File: src/rtl/tdc_stream_sequencer.sv
// rtl/tdc_stream_sequencer.sv - serialises one acquisition of per-pixel TDC codes per SEND onto the histogram-builder write stream
// Define SEQ_DBUF_EN to add a shadow capture buffer for back-to-back acquisitions.
module tdc_stream_sequencer #(
  parameter int NP        = 10,
  parameter int PIXEL_NUM = 6,
  parameter int ACQ_NUM   = 2,
  localparam int PIX_W    = (PIXEL_NUM > 1) ? $clog2(PIXEL_NUM) : 1,
  localparam int ACQ_W    = (ACQ_NUM > 1) ? $clog2(ACQ_NUM) : 1
) (
  input  logic                    clk,
  input  logic                    res,
  input  logic                    start,
  input  logic                    tdcValid,
  input  logic [PIXEL_NUM*NP-1:0] tdcCode,
  input  logic [PIXEL_NUM-1:0]    tdcHit,
  output logic                    ready,
  output logic                    wrEn,
  output logic [NP-1:0]           data,
  output logic [PIX_W-1:0]        pixIdx,
  output logic [ACQ_W-1:0]        acqIdx,
  output logic                    frameDone,
  output logic                    overrun
);

  typedef enum logic [1:0] {IDLE, ARM, SEND, DONE} stateT;

  localparam logic [PIX_W-1:0] LAST_PIX = PIX_W'(PIXEL_NUM - 1);
  localparam logic [ACQ_W-1:0] LAST_ACQ = ACQ_W'(ACQ_NUM - 1);

  stateT                   state, stateNext;
  logic [PIX_W-1:0]        pixNext;
  logic [ACQ_W-1:0]        acqNext;
  logic                    readyNext, wrEnNext, frameDoneNext, overrunNext, accept;
  logic [NP-1:0]           dataNext;
  logic [PIXEL_NUM*NP-1:0] bufCode, bufCodeNext;
  logic [PIXEL_NUM-1:0]    bufHit, bufHitNext;
`ifdef SEQ_DBUF_EN
  localparam int CNT_W = $clog2(ACQ_NUM + 1);
  logic [PIXEL_NUM*NP-1:0] shdCode, shdCodeNext;
  logic [PIXEL_NUM-1:0]    shdHit, shdHitNext;
  logic                    shdFull, shdFullNext;
  logic [CNT_W-1:0]        capCnt, capCntNext;
`endif

  // Unhit pixels still emit a zero word so the builder keeps positional alignment.
  function automatic logic [NP-1:0] pixWord(input logic [PIXEL_NUM*NP-1:0] code,
                                            input logic [PIXEL_NUM-1:0] hit,
                                            input logic [PIX_W-1:0] idx);
    return hit[idx] ? code[idx*NP +: NP] : '0;
  endfunction

  always_comb begin
    stateNext     = state;
    pixNext       = pixIdx;
    acqNext       = acqIdx;
    wrEnNext      = 1'b0;
    dataNext      = '0;
    frameDoneNext = 1'b0;
    bufCodeNext   = bufCode;
    bufHitNext    = bufHit;
    accept        = tdcValid && ready;
    overrunNext   = overrun || (tdcValid && !ready);
`ifdef SEQ_DBUF_EN
    shdCodeNext = shdCode;
    shdHitNext  = shdHit;
    shdFullNext = shdFull;
    capCntNext  = capCnt;
`endif
    case (state)
      IDLE: begin
        if (start) begin
          stateNext   = ARM;
          acqNext     = '0;
          pixNext     = '0;
          overrunNext = tdcValid;
`ifdef SEQ_DBUF_EN
          capCntNext  = '0;
`endif
        end
      end
      ARM: begin
        if (accept) begin
          stateNext   = SEND;
          bufCodeNext = tdcCode;
          bufHitNext  = tdcHit;
          pixNext     = '0;
          wrEnNext    = 1'b1;
          dataNext    = pixWord(tdcCode, tdcHit, '0);
`ifdef SEQ_DBUF_EN
          capCntNext  = capCnt + 1'b1;
`endif
        end
      end
      SEND: begin
        if (pixIdx != LAST_PIX) begin
          pixNext  = pixIdx + 1'b1;
          wrEnNext = 1'b1;
          dataNext = pixWord(bufCode, bufHit, pixNext);
`ifdef SEQ_DBUF_EN
          if (accept) begin
            shdCodeNext = tdcCode;
            shdHitNext  = tdcHit;
            shdFullNext = 1'b1;
            capCntNext  = capCnt + 1'b1;
          end
`endif
        end else begin
          pixNext = '0;
          if (acqIdx == LAST_ACQ) begin
            stateNext     = DONE;
            frameDoneNext = 1'b1;
          end else begin
            acqNext   = acqIdx + 1'b1;
            stateNext = ARM;
`ifdef SEQ_DBUF_EN
            // A pending acquisition (shadow or arriving now) follows with no ARM gap.
            if (shdFull) begin
              stateNext   = SEND;
              bufCodeNext = shdCode;
              bufHitNext  = shdHit;
              shdFullNext = 1'b0;
              wrEnNext    = 1'b1;
              dataNext    = pixWord(shdCode, shdHit, '0);
            end else if (accept) begin
              stateNext   = SEND;
              bufCodeNext = tdcCode;
              bufHitNext  = tdcHit;
              capCntNext  = capCnt + 1'b1;
              wrEnNext    = 1'b1;
              dataNext    = pixWord(tdcCode, tdcHit, '0);
            end
`endif
          end
        end
      end
      DONE:    stateNext = IDLE;
      default: stateNext = IDLE;
    endcase
    readyNext = (stateNext == ARM);
`ifdef SEQ_DBUF_EN
    if (stateNext == SEND && !shdFullNext && capCntNext < CNT_W'(ACQ_NUM)) readyNext = 1'b1;
`endif
  end

  always_ff @(posedge clk) begin
    if (res) begin
      state     <= IDLE;
      ready     <= 1'b0;
      wrEn      <= 1'b0;
      data      <= '0;
      pixIdx    <= '0;
      acqIdx    <= '0;
      frameDone <= 1'b0;
      overrun   <= 1'b0;
      bufCode   <= '0;
      bufHit    <= '0;
`ifdef SEQ_DBUF_EN
      shdCode   <= '0;
      shdHit    <= '0;
      shdFull   <= 1'b0;
      capCnt    <= '0;
`endif
    end else begin
      state     <= stateNext;
      ready     <= readyNext;
      wrEn      <= wrEnNext;
      data      <= dataNext;
      pixIdx    <= pixNext;
      acqIdx    <= acqNext;
      frameDone <= frameDoneNext;
      overrun   <= overrunNext;
      bufCode   <= bufCodeNext;
      bufHit    <= bufHitNext;
`ifdef SEQ_DBUF_EN
      shdCode   <= shdCodeNext;
      shdHit    <= shdHitNext;
      shdFull   <= shdFullNext;
      capCnt    <= capCntNext;
`endif
    end
  end

endmodule

File: config.mk
export PLATFORM = sky130hd
export DESIGN_NAME = tdc_stream_sequencer
export DESIGN_NICKNAME = d
export VERILOG_FILES = /design/src/rtl/tdc_stream_sequencer.sv
export SDC_FILE = /design/constraint.sdc
export NUM_CORES = 1
export LEC_CHECK = 0
export ABC_AREA = 1
export CORE_MARGIN = 8
export CORE_UTILIZATION = 46
export CTS_BUF_LIST = sky130_fd_sc_hd__clkbuf_8
export CTS_CLUSTER_DIAMETER = 40
export DETAILED_ROUTE_END_ITERATION = 6
export HOLD_SLACK_MARGIN = 0.15
export PLACE_DENSITY = 0.74
export SLEW_MARGIN = 20
export SYNTH_ARGS = -nofsm -noshare
export SYNTH_HDL_FRONTEND = slang
export SYNTH_SLANG_ARGS = --single-unit
File: constraint.sdc
create_clock -name clk -period 2.4 [get_ports clk]
set_input_delay 0.36 -clock clk [delete_from_list [all_inputs] [get_ports clk]]
set_output_delay 0.36 -clock clk [all_outputs]
set_load 0.05 [all_outputs]
After elaboration in Yosys (flattened, before gate mapping)
Index checks and enable logic that the tools add are counted.
{ "op_classes": {"n_eq_ne": 8, "shift": 1, "magnitude_cmp": 1, "mux": 26, "reduce_logical": 11, "n_mul": 1, "bitwise_logic": 1, "add_sub_neg": 2} }
{ "op_table": {"columns": ["operator", "n"], "rows": [
  ["$shiftx A60 B8 Y10", 1],
  ["$mux W10", 4],
  ["$pmux W10 S2", 1],
  ["$mux W1", 9],
  ["$mux W3", 3],
  ["$pmux W3 S3", 1],
  ["$mux W2", 4],
  ["$pmux W2 S4", 1],
  ["$mul A3 B3 Y6 const B", 1],
  ["$ne A2 B2 Y1 const B", 3],
  ["$reduce_and A3 Y1", 2],
  ["$eq A2 B1 Y1 const B", 2],
  ["$eq A2 B2 Y1 const B", 2],
  ["$lt A3 B4 Y1 const B", 1],
  ["$pmux W1 S2", 2],
  ["$add A3 B1 Y3 const B", 1],
  ["$bmux W1 S3", 1],
  ["$ne A3 B3 Y1 const B", 1],
  ["$reduce_bool A3 Y1", 1],
  ["$reduce_or A3 Y1", 1],
  ["$logic_and A1 B1 Y1", 2],
  ["$logic_not A2 Y1", 1],
  ["$reduce_and A2 Y1", 1],
  ["$reduce_bool A2 Y1", 1],
  ["4 further kinds", 4]
]} }
{ "totals": {"ff_bits": 86, "input_bits": 70, "output_inout_bits": 18} }

Depth between registers and ports, before layout
{ "depth": {"ltp_word": 6, "mapped_depth": 12, "depth_no_buf": 10} }

Worst setup path before layout
No wires, ideal clock.
{ "synth_timing": {"path_type": "reg-to-reg", "start": "register pixIdx[1]", "end": "register data[9]", "synth_period_minus_slack_ns": 1.906, "setup_slack_ns": 0.494, "stages_incl_launch_ff": 13, "arrival_ns": 1.791, "n_path_buf": 2, "path_cell_list": "dfxtp_1 > inv_1 > ha_1 > buf_6 > inv_1 > buf_6 > nand2_1 > nand3_1 > nand2_1 > nand2_1 > nand2_1 > nand3_1 > a21oi_2"} }
{ "synth_between": {"elab_chain_len": 6, "word_cells_on_any_way": 9} }
{ "synth_rtl": {"columns": ["element", "line_no", "text"], "rows": [
  ["start: declaration", "19", "output logic [PIX_W-1:0] pixIdx,"],
  ["start signal: assignment", "168", "pixIdx <= pixNext;"],
  ["$add A3 B1 Y3", "96", "pixNext = pixIdx + 1'b1;"],
  ["$mul A3 B3 Y6 / $bmux W1 S3 (equally long branches)", "49", "return hit[idx] ? code[idx*NP +: NP] : '0;"],
  ["$shiftx A60 B8 Y10 / $mux W1 (equally long branches)", "49", null],
  ["$mux W10", "49", null],
  ["$mux W10 *", "95", "if (pixIdx != LAST_PIX) begin"],
  ["$pmux W10 S2 *", "69", "case (state)"],
  ["end signal: assignment", "167", "data <= dataNext;"],
  ["end: declaration", "18", "output logic [NP-1:0] data,"]
]} }
Every way passes the cells marked *; elsewhere a longest branch is shown, timed or not. The select of a mux whose other input is x is not followed.
A chain may end at the register's enable or synchronous reset.

Worst setup path in the final report
{ "layout_timing": {"start": "register pixIdx[2]", "end": "output pixIdx[2]"} }
No word-level cell between the ends.

==> metrics.txt <==
share of cells above drive strength 1 slightly below 5%; Core Area approximately 8200 sq um; Final Non-Filler Cells about 740; RSZ-0062 raised after global routing false; Syn-to-layout area delta 27.96%; worst r2r src pixIdx[0]$_SDFFE_PP0P_; FFs w/ async S/R, synth 0%; post-route setup slack 0.3882 ns; synth warn 0; Synth area leader dfxtp_1; ant diodes 0; vias in the first global route between 3000 and 4000; TritonCTS clock tree yes; minimum clock period between 2 and 2.5 ns; Slew Limit Fails 0; Syn Nets about 630; Worst Path Required just over 2 ns; Relative slew margins 61.97%; CP Capture Point pixIdx[2]; CTS clock-pin slew for the worst setup and hold paths ~0.080 ns; Cell Area, Placed between 4000 and 5000 sq um; Routed wire per std cell approximately 15 microns; initial core utilization a little under half; clock skew 0.007992 ns; Die Span X 108.3 microns; Clk Latency, worst-skew pair 0.35 ns; sequential area share after synthesis 43.98%; worst min path class reg -> reg; Mapped Cells 556; drt total wl approximately 11000 microns; gpl congestion 0.8305; run status finished clean; MaxCap Viol Count 0; Worst Reg-to-Reg Cells 7; number of synthesized flops with an enable pin 0; mapped cell area approximately 3900 sq um; GR Util All Layers a little under a fifth; Post-synth top cells nand2_1, dfxtp_1, a21oi_1; drt via density 5.090; DRC 0; top post-synthesis cells by area dfxtp_1, nand2_1, a21oi_1; Worst-Margin Slew ~0.57 ns; die height 108.3 microns; hold buffer count at CTS 0; ys flop type dfxtp_1; largest net degree at the start of global routing 61; Worst path depth 1; clk buf depth 2; setup_tns 0 ns; Row Count 33; Crit Path Max Fanout 4; Static Leakage 2.015 nW; critical path's slowest cell clkdlybuf4s50_1; Routed Antenna Nets 0; Synth top area share between 40% and 50%; Peak Freq 497.1 MHz; CP peak stage delay between 0.8 and 0.9 ns; number of buffers created by CTS 9; critical path startpoint pixIdx[2]$_SDFFE_PP0P_; Yosys cell types 24; Arr. time, crit path 1.65 ns; via count about 3700; die footprint ~12000 sq um; first-pass iteration count of the detailed router 5; H-Tree Depth 3; worst path bufs/invs 1; final hold vios 0; VDD IR max 366.0 uV; top-count cell post-synth nand2_1; Mapped Avg Cell Area approximately 7.0 sq um; power density cells around 630 nW/um^2; Clock Sinks between 80 and 90; CTS Root Buffer Type clkbuf_8; Post CTS Setup Buffer Count 0; Yosys reg bits 86; CP top delay family buffers and inverters; Final period util 83.83%; initial antenna violation count 0; crit-path cells clkdlybuf4s50_1; Setup crit end kind output port; Crit Reg-Reg Endpoint data[3]$_SDFF_PP0_; HPWL after DPL slightly below 8000 microns; first-pass GRT wire length ~18000 microns; DRT iter0 DRCs 233; port bufs 87; design area 5010 sq um; reg2reg setup slack 0.41 ns; Resize count post-CTS 0; # IOs between 80 and 90; WS Path Type reg -> out; DP Cell Count a little over 700; GR Overflow Total 0; final setup violation count 0; Worst setup SP type flop; nets 702; pre-CTS setup slack between 0.4 and 0.5 ns; Fillers 770
[worst min-delay path, stage by stage (launching register included)]
cell and delay (ns):
dfxtp_1 0.30, inv_1 0.06, a21oi_1 0.05
[worst min path at each step]
stage                                   startpoint                       end  depth (start not counted)
after floorplan           bufCode[55]$_SDFFE_PP0P_  bufCode[55]$_SDFFE_PP0P_                          2
after global placement      bufHit[0]$_SDFFE_PP0P_    bufHit[0]$_SDFFE_PP0P_                          2
after detailed placement  bufCode[15]$_SDFFE_PP0P_  bufCode[15]$_SDFFE_PP0P_                          2
after CTS                 bufCode[37]$_SDFFE_PP0P_  bufCode[37]$_SDFFE_PP0P_                          2
after global routing      bufCode[19]$_SDFFE_PP0P_  bufCode[19]$_SDFFE_PP0P_                          2
final                     bufCode[15]$_SDFFE_PP0P_  bufCode[15]$_SDFFE_PP0P_                          2
[flip-flops by register name, summed over array words and instances, names as in the netlist]
register and flops:
overrun 1, state 2, pixIdx 3, wrEn 1, frameDone 1, acqIdx 1, ready 1, bufCode 60
bufHit 6, data 10
[where the power goes]
part	switching [W]	internal, W
logic	0.000319	0.000230
clock network	0.000516	0.000613
registers	0.0000166	0.00146
[cells in the final DEF, fill, tap and decap left out, types with 9 or more instances in the layout]
master / count
a21oi_1: 73
buf_4: 9
clkbuf_8: 10
clkdlybuf4s50_1: 86
dfxtp_1: 86
inv_1: 68
nand2_1: 123
nand3_1: 54
nor2_1: 26
o21ai_0: 64
[routing by layer]
metal	global-route usage, %	vias to the layer above	wire, microns
met5	0	-	0
met4	7.820	0	286
met3	4.521	22	536
met2	32.65	96	5317
met1	21.74	1706	4587
li1	-	1917	-
[cells by family after synthesis]
logic type | after synthesis | share of synthesized area (%)
xor gates and xnor gates | 1 | 0.4156
buffers and inverters | 107 | 12.34
adders and majority gates | 7 | 2.237
DFF | 86 | 43.98
and+or+nand+nor | 206 | 21.67
AOI/OAI and AO/OA | 149 | 19.37
[metrics by stage]
| step | utilization [%] | total power, W | hold WS [ns] |
|---|---|---|---|
| CTS | 60.97 | 0.003164 | 0.4570 |
| global route | 60.97 | 0.003296 | 0.4657 |
| detailed placement | 58.26 | 0.002056 | 0.4450 |
| floorplan | - | 0.001861 | 0.4244 |
| finish | 60.97 | 0.003157 | 0.4561 |
| global placement | 58.26 | 0.002045 | 0.4396 |
[area by class of cell]
| type | instances | area [sq um] | share of cell area (%) |
|---|---|---|---|
| clock buffer | 10 | 137.6 | 2.747 |
| timing repair buffer | 97 | 968.4 | 19.33 |
| sequential | 86 | 1722 | 34.37 |
| clock inverter | 6 | 85.08 | 1.698 |
| tap | 105 | 131.4 | 2.622 |
| multi-input combinational | 363 | 1710 | 34.14 |
| inverter | 68 | 255.2 | 5.095 |
Note: power is estimated with default switching activity, not from simulation.
